File: config.mk
export PLATFORM = sky130hd
export DESIGN_NAME = alu_operand_entry_flat
export DESIGN_NICKNAME = d
export VERILOG_FILES = /design/src/rtl/alu_operand_entry_pkg.sv /design/src/rtl/alu_operand_entry_if.sv /design/src/rtl/alu_operand_entry_key_debounce.sv /design/src/rtl/alu_operand_entry.sv /design/src/flat_wrapper.sv
export SDC_FILE = /design/constraint.sdc
export NUM_CORES = 1
export LEC_CHECK = 0
export CAP_MARGIN = 40
export CELL_PAD_IN_SITES_DETAIL_PLACEMENT = 1
export CELL_PAD_IN_SITES_GLOBAL_PLACEMENT = 2
export CORE_MARGIN = 1
export CORE_UTILIZATION = 32
export DETAILED_ROUTE_END_ITERATION = 8
export GPL_TIMING_DRIVEN = 1
export PLACE_DENSITY = 0.9
export SYNTH_ARGS = -nofsm -noshare
export SYNTH_HDL_FRONTEND = slang
export SYNTH_SLANG_ARGS = --single-unit
File: constraint.sdc
create_clock -name clk -period 2.7 [get_ports clk]
set_input_delay 0.54 -clock clk [delete_from_list [all_inputs] [get_ports clk]]
set_output_delay 0.54 -clock clk [all_outputs]
set_load 0.01 [all_outputs]
File: src/rtl/alu_operand_entry_pkg.sv
// -----------------------------------------------------------------------------
// alu_entry_pkg
// Shared types and constants for the ALU operand entry front end.
//   entry_state_e : entry FSM state; its 2-bit encoding is also the value
//                   driven on the `stage` LED output.
//   OP_W          : opcode width.
//   STAGE_W       : width of the stage/state encoding.
//   next_stage()  : the fixed GET_A -> GET_B -> GET_OP -> DONE -> GET_A order.
// -----------------------------------------------------------------------------
package alu_entry_pkg;

    localparam int OP_W    = 3;
    localparam int STAGE_W = 2;

    typedef enum logic [STAGE_W-1:0] {
        GET_A  = 2'd0,
        GET_B  = 2'd1,
        GET_OP = 2'd2,
        DONE   = 2'd3
    } entry_state_e;

    // Every accepted press advances the entry position by one, wrapping at DONE.
    function automatic entry_state_e next_stage(input entry_state_e cur);
        entry_state_e nxt;
        case (cur)
            GET_A:   nxt = GET_B;
            GET_B:   nxt = GET_OP;
            GET_OP:  nxt = DONE;
            DONE:    nxt = GET_A;
            default: nxt = GET_A;
        endcase
        return nxt;
    endfunction

endpackage

File: src/rtl/alu_operand_entry_if.sv
// -----------------------------------------------------------------------------
// alu_operand_entry_if
// Board-side bundle of the operand entry block.
//   sw_data [W]    : operand switches
//   sw_op   [OP_W] : opcode switches
//   key_n          : raw active-low pushbutton
//   a_out/b_out[W] : latched operands
//   op_out  [OP_W] : latched opcode
//   valid          : one-cycle "operand set complete" pulse
//   stage   [2]    : current entry position for LEDs
// Modports:
//   slave  : the entry block (consumes switches/key, drives results)
//   master : the board/environment side (drives switches/key, reads results)
// -----------------------------------------------------------------------------
interface alu_operand_entry_if #(
    parameter int W = 8
);
    import alu_entry_pkg::*;

    logic [W-1:0]       sw_data;
    logic [OP_W-1:0]    sw_op;
    logic               key_n;
    logic [W-1:0]       a_out;
    logic [W-1:0]       b_out;
    logic [OP_W-1:0]    op_out;
    logic               valid;
    logic [STAGE_W-1:0] stage;

    modport slave (
        input  sw_data,
        input  sw_op,
        input  key_n,
        output a_out,
        output b_out,
        output op_out,
        output valid,
        output stage
    );

    modport master (
        output sw_data,
        output sw_op,
        output key_n,
        input  a_out,
        input  b_out,
        input  op_out,
        input  valid,
        input  stage
    );

endinterface

File: src/rtl/alu_operand_entry_key_debounce.sv
// -----------------------------------------------------------------------------
// key_debounce
// Turns a raw, bouncy, asynchronous active-low pushbutton into a one-cycle
// `press` strobe.
//   clk    : system clock
//   rst_n  : asynchronous active-low reset
//   key_n  : raw pushbutton (0 = pressed)
//   press  : one-cycle strobe per accepted press; release produces nothing
// Build option ALU_OPERAND_ENTRY_DEBOUNCE_EN:
//   defined   : the accepted level only follows the synchronized key after
//               DEB_CYCLES consecutive differing cycles; press = accepted 1->0.
//   undefined : no filtering, press = falling edge of the synchronized key,
//               DEB_CYCLES has no effect.
// After reset, presses are suppressed until the key has been seen released,
// so a key held through reset release never counts as a press.
// -----------------------------------------------------------------------------
module key_debounce #(
    parameter int DEB_CYCLES = 1000000
) (
    input  logic clk,
    input  logic rst_n,
    input  logic key_n,
    output logic press
);

    logic       sync1_r;
    logic       sync2_r;
    logic [1:0] warm_r;
    logic       armed_r;

    // Two-flop synchronizer; reset to the released level.
    always_ff @(posedge clk or negedge rst_n) begin
        if (!rst_n) begin
            sync1_r <= 1'b1;
            sync2_r <= 1'b1;
        end else begin
            sync1_r <= key_n;
            sync2_r <= sync1_r;
        end
    end

    // Arm after reset: wait until the synchronizer holds real key samples
    // (two edges), then require one released observation before any press.
    always_ff @(posedge clk or negedge rst_n) begin
        if (!rst_n) begin
            warm_r  <= 2'd0;
            armed_r <= 1'b0;
        end else begin
            if (warm_r != 2'd2) begin
                warm_r  <= warm_r + 2'd1;
                armed_r <= armed_r;
            end else begin
                warm_r  <= warm_r;
                armed_r <= armed_r | sync2_r;
            end
        end
    end

`ifdef ALU_OPERAND_ENTRY_DEBOUNCE_EN

    localparam int              CNT_W    = (DEB_CYCLES > 2) ? $clog2(DEB_CYCLES) : 1;
    localparam logic [CNT_W-1:0] CNT_LAST = CNT_W'(DEB_CYCLES - 1);

    logic [CNT_W-1:0] cnt_r;
    logic             level_r;
    logic             flip_s;

    // The accepted level flips on the DEB_CYCLES-th consecutive differing cycle.
    assign flip_s = (sync2_r != level_r) && (cnt_r == CNT_LAST);

    // Debounce counter and accepted level.
    always_ff @(posedge clk or negedge rst_n) begin
        if (!rst_n) begin
            cnt_r   <= {CNT_W{1'b0}};
            level_r <= 1'b1;
        end else begin
            if (sync2_r == level_r) begin
                cnt_r   <= {CNT_W{1'b0}};
                level_r <= level_r;
            end else if (flip_s) begin
                cnt_r   <= {CNT_W{1'b0}};
                level_r <= sync2_r;
            end else begin
                cnt_r   <= cnt_r + CNT_W'(1);
                level_r <= level_r;
            end
        end
    end

    // Strobe in the cycle whose closing edge moves the accepted level 1 -> 0.
    assign press = armed_r & flip_s & level_r;

`else

    logic prev_r;

    // Previous synchronized level for falling-edge detection.
    always_ff @(posedge clk or negedge rst_n) begin
        if (!rst_n) begin
            prev_r <= 1'b1;
        end else begin
            prev_r <= sync2_r;
        end
    end

    assign press = armed_r & prev_r & ~sync2_r;

`endif

endmodule

File: src/rtl/alu_operand_entry.sv
// -----------------------------------------------------------------------------
// alu_operand_entry
// Sequential operand entry for the 8-bit ALU: each accepted key press latches
// the switch bank into the next field (A, then B, then opcode). Latching the
// opcode raises `valid` for exactly one cycle; one more press wraps back to A.
// Ports:
//   clk    : system clock, all state on its rising edge
//   rst_n  : asynchronous active-low reset
//   bus    : alu_operand_entry_if.slave (switches, key, a/b/op, valid, stage)
// Parameters:
//   W          : operand width
//   DEB_CYCLES : stable cycles needed to accept a key level (>= 2)
// Build option ALU_OPERAND_ENTRY_DEBOUNCE_EN selects the filtered key path;
// without it the key is only synchronized and edge-detected.
// -----------------------------------------------------------------------------
module alu_operand_entry
    import alu_entry_pkg::*;
#(
    parameter int W          = 8,
    parameter int DEB_CYCLES = 1000000
) (
    input  logic                 clk,
    input  logic                 rst_n,
    alu_operand_entry_if.slave   bus
);

    logic              press_s;
    entry_state_e      state_r;
    logic [W-1:0]      a_r;
    logic [W-1:0]      b_r;
    logic [OP_W-1:0]   op_r;
    logic              valid_r;

    key_debounce #(
        .DEB_CYCLES (DEB_CYCLES)
    ) u_key_debounce (
        .clk   (clk),
        .rst_n (rst_n),
        .key_n (bus.key_n),
        .press (press_s)
    );

    // Entry FSM: capture into the field selected by the current state.
    always_ff @(posedge clk or negedge rst_n) begin
        if (!rst_n) begin
            state_r <= GET_A;
            a_r     <= {W{1'b0}};
            b_r     <= {W{1'b0}};
            op_r    <= {OP_W{1'b0}};
            valid_r <= 1'b0;
        end else begin
            valid_r <= 1'b0;
            if (press_s) begin
                case (state_r)
                    GET_A:   a_r <= bus.sw_data;
                    GET_B:   b_r <= bus.sw_data;
                    GET_OP: begin
                        op_r    <= bus.sw_op;
                        valid_r <= 1'b1;
                    end
                    DONE:    a_r <= a_r;
                    default: a_r <= a_r;
                endcase
                state_r <= next_stage(state_r);
            end else begin
                state_r <= state_r;
            end
        end
    end

    assign bus.a_out  = a_r;
    assign bus.b_out  = b_r;
    assign bus.op_out = op_r;
    assign bus.valid  = valid_r;
    assign bus.stage  = state_r;

endmodule

File: src/flat_wrapper.sv
// flat-port wrapper written by rule: the top's interface ports become plain ports
module alu_operand_entry_flat import alu_entry_pkg::*;
#(
    parameter int W          = 8,
    parameter int DEB_CYCLES = 1000000
)
  (clk, rst_n, bus_sw_data, bus_sw_op, bus_key_n, bus_a_out, bus_b_out, bus_op_out, bus_valid, bus_stage);
  alu_operand_entry_if #(.W(W)) bus_i ();
  input  logic clk;
  input  logic rst_n;
  input wire logic [$bits(bus_i.sw_data)-1:0] bus_sw_data;
  input wire logic [$bits(bus_i.sw_op)-1:0] bus_sw_op;
  input wire logic [$bits(bus_i.key_n)-1:0] bus_key_n;
  output wire logic [$bits(bus_i.a_out)-1:0] bus_a_out;
  output wire logic [$bits(bus_i.b_out)-1:0] bus_b_out;
  output wire logic [$bits(bus_i.op_out)-1:0] bus_op_out;
  output wire logic [$bits(bus_i.valid)-1:0] bus_valid;
  output wire logic [$bits(bus_i.stage)-1:0] bus_stage;
  assign bus_i.sw_data = bus_sw_data;
  assign bus_i.sw_op = bus_sw_op;
  assign bus_i.key_n = bus_key_n;
  assign bus_a_out = bus_i.a_out;
  assign bus_b_out = bus_i.b_out;
  assign bus_op_out = bus_i.op_out;
  assign bus_valid = bus_i.valid;
  assign bus_stage = bus_i.stage;
  alu_operand_entry #(.W(W), .DEB_CYCLES(DEB_CYCLES)) u_core (.clk(clk), .rst_n(rst_n), .bus(bus_i));
endmodule
==> reports/metrics.cfg <==
[min_path]
worstHoldPathType=flip-flop to flip-flop
hold-path-cell-count=0
worst_hold_path.endpoint=u_core.u_key_debounce.sync2_r
hold_start=u_core.u_key_debounce.sync1_r

[pwr]
vdd_drop_max_v=0.000447
clockPowerShare=0.129
comb_power_share=0.443
p_sw_frac=0.298
power.density_nw_per_um2=1030
power_leakage_uw=0.000657
pwr-share-seq=0.429
power_switching_uw=473
power.internal_uw=1110

[timing]
fin_ws_ps=846
fin_setup_tns_ps=0
slew_headroom=0.766
finClkSkew_ps=4.83
hold_viol=0
rsz0062_at_grt=false
fmax_ghz=0.539
fin_crit_sh=0.687
slew_viol_final=0
worstMarginPinSlew_ps=351
period_minus_slack_ps=1850
setup_viol=0

[critical_path]
max_stage_delay_ps=560
reg2reg_depth=4
arrival_ps=1310
crit_start=u_core.bus.stage[1]
startpoint_type=flip-flop
cp_num_buf_inv=1
end_kind=primary output
slowest_stage=clkdlybuf4s50_1
crit_chain=clkdlybuf4s50_1
critPathTopFamily=buffers and inverters
path_max_fanout=4
worstSetupPathType=flip-flop to primary output
cp.required_ps=2160
rrSetupSlack_ps=1190
reg2reg_from=u_core.bus.stage[1]
r2r_end=u_core.bus.b_out[5]

[synth]
syn_inst=67
synthDistinctLibCells=14
syn_nets=86
synth.most_common_cell=dfrtp_1
synth_area_leader_cell=dfrtp_1
synth_fa_ha_area_frac=0.0572
synthSimpleGateAreaFrac=0.0492
synth_top_family_by_area=multiplexers
synth.area.mux_share=0.215
ys_seq_area_frac=0.644
syn-mean-instance-area_sq_um=16.3
synth-main-ff-cell=dfrtp_1
ys_ff_latch=28
synth-async-reset-ratio=1.00
synthTopCellsByCount=dfrtp_1 (25), mux2_2 (20), ha_1 (5)
synth.top_cells.by_area=dfrtp_1 (57%), mux2_2 (21%), dfstp_2 (7.2%)
synth_compound_area_frac=0.0126
synthXorXnorAreaFrac=0.00801
synth_edf_count=0
synth_area_sq_um=1090
synth_top_area_share=0.572
ys_warn_count=0

[floorplan]
die_area_sq_um=3660
io_pins=36
start_util=0.347
die_h_microns=60.5
num_rows=20
die_w_microns=60.5
core_area_sq_um=3150

[routing]
post_drt_wl_per_cell_microns=14.0
ant_nets=0
drt_wl_total_microns=2120
drc=0
wl_met1_microns=880
routed_via_density=4.51
top_layer_used=met4
first_pass_iters=2
drt_iter0_drc=5
wl_met3_microns=186
dr_wl_met2_microns=1020
vias=681

[global_route]
antenna_found_initial=0
grt_pass1_wl_microns=3500
track_usage=0.134
grt.overflow.total=0
grt_max_degree=29
grt_pass1_vias=759

[status]
status=finished, final reports clean

[clocking]
cts_buffers=3
root_buffer=clkbuf_4
clkSlewWorstSetupHoldPaths_ps=140
ctsHoldBuffers=0
postCtsSetupRepairBufs=0
clk_latency_ps=330
cts_htree_levels=1
clk_path_buf_depth=2
cts_tree=built
ctsResizeCount=0
numClockSinks=28

[placed_design]
gp_congestion=0.626
port_buffers=35
post-place-ws_ps=1180
hpwl_microns=1610

[layout]
nets=127
drive_gt1_frac=0.290
antenna_cells=0
syn_to_final_growth_pct=41.1

[run]
maxCapViolations=0

## worst max path at each step
stage | endpoint | slack (ps) | depth (start not counted)
floorplan | u_core.bus.a_out[0] | 1360 | 4
global placement | u_core.bus.b_out[3] | 1240 | 4
detailed placement | u_core.bus.b_out[5] | 1180 | 4
CTS | bus_stage[0] | 820 | 1
global route | bus_stage[0] | 770 | 1
finish | bus_stage[1] | 850 | 1
## per-stage QoR
step	hold slack [ps]	instances	total power (uW)	area, sq um	util
floorplan	244	67	975	1090	-
global placement	345	147	1370	1510	0.478
detailed placement	347	147	1400	1510	0.478
CTS	367	151	1620	1540	0.489
global route	370	151	1690	1540	0.489
finish	366	151	1590	1540	0.489
## state kept, by name (all words and copies together), names as in the netlist
name and count:
u_core.bus.a_out 8, u_core.bus.b_out 8, u_core.bus.op_out 3, u_core.bus.stage 2
u_core.u_key_debounce.warm_r 2, u_core.bus.valid 1, u_core.u_key_debounce.armed_r 1, u_core.u_key_debounce.prev_r 1
u_core.u_key_debounce.sync1_r 1, u_core.u_key_debounce.sync2_r 1
## placed cells by master, fill, tap and decap left out, types with 2 or more instances in the layout
master	instances
ha_1	5
nand4b_2	2
clkbuf_4	3
dfstp_2	3
dfrtp_1	25
mux2_2	20
inv_1	4
clkdlybuf4s50_1	35
## area by class of cell
| cell class | count | area [sq um] |
|---|---|---|
| fill | 332 | 1610 |
| sequential | 28 | 704 |
| multi-input combinational | 35 | 374 |
| timing repair buffer | 36 | 358 |
| tap | 44 | 55.1 |
| clock buffer | 4 | 36.3 |
| inverter | 4 | 15.0 |
## per-layer routing
metal / up-vias / GRT usage
met4: 0 / 0.0682
met3: 3 / 0.0426
met1: 337 / 0.154
li1: 310 / -
met5: - / 0
met2: 31 / 0.224
## cell families after synthesis
| family | after synthesis |
|---|---|
| buf+inv | 4 |
| compound gates | 2 |
| simple gates | 6 |
| mux | 21 |
| fa+ha+maj | 5 |
| xor+xnor | 1 |
| flops | 28 |
## power groups by stage
stage	clock network, uW	registers (uW)	logic [uW]
floorplan	0	755	220
global placement	0	677	694
detailed placement	0	689	711
CTS	216	684	716
global route	229	706	753
finish	204	680	702
Note: power is estimated with default switching activity, not from simulation.
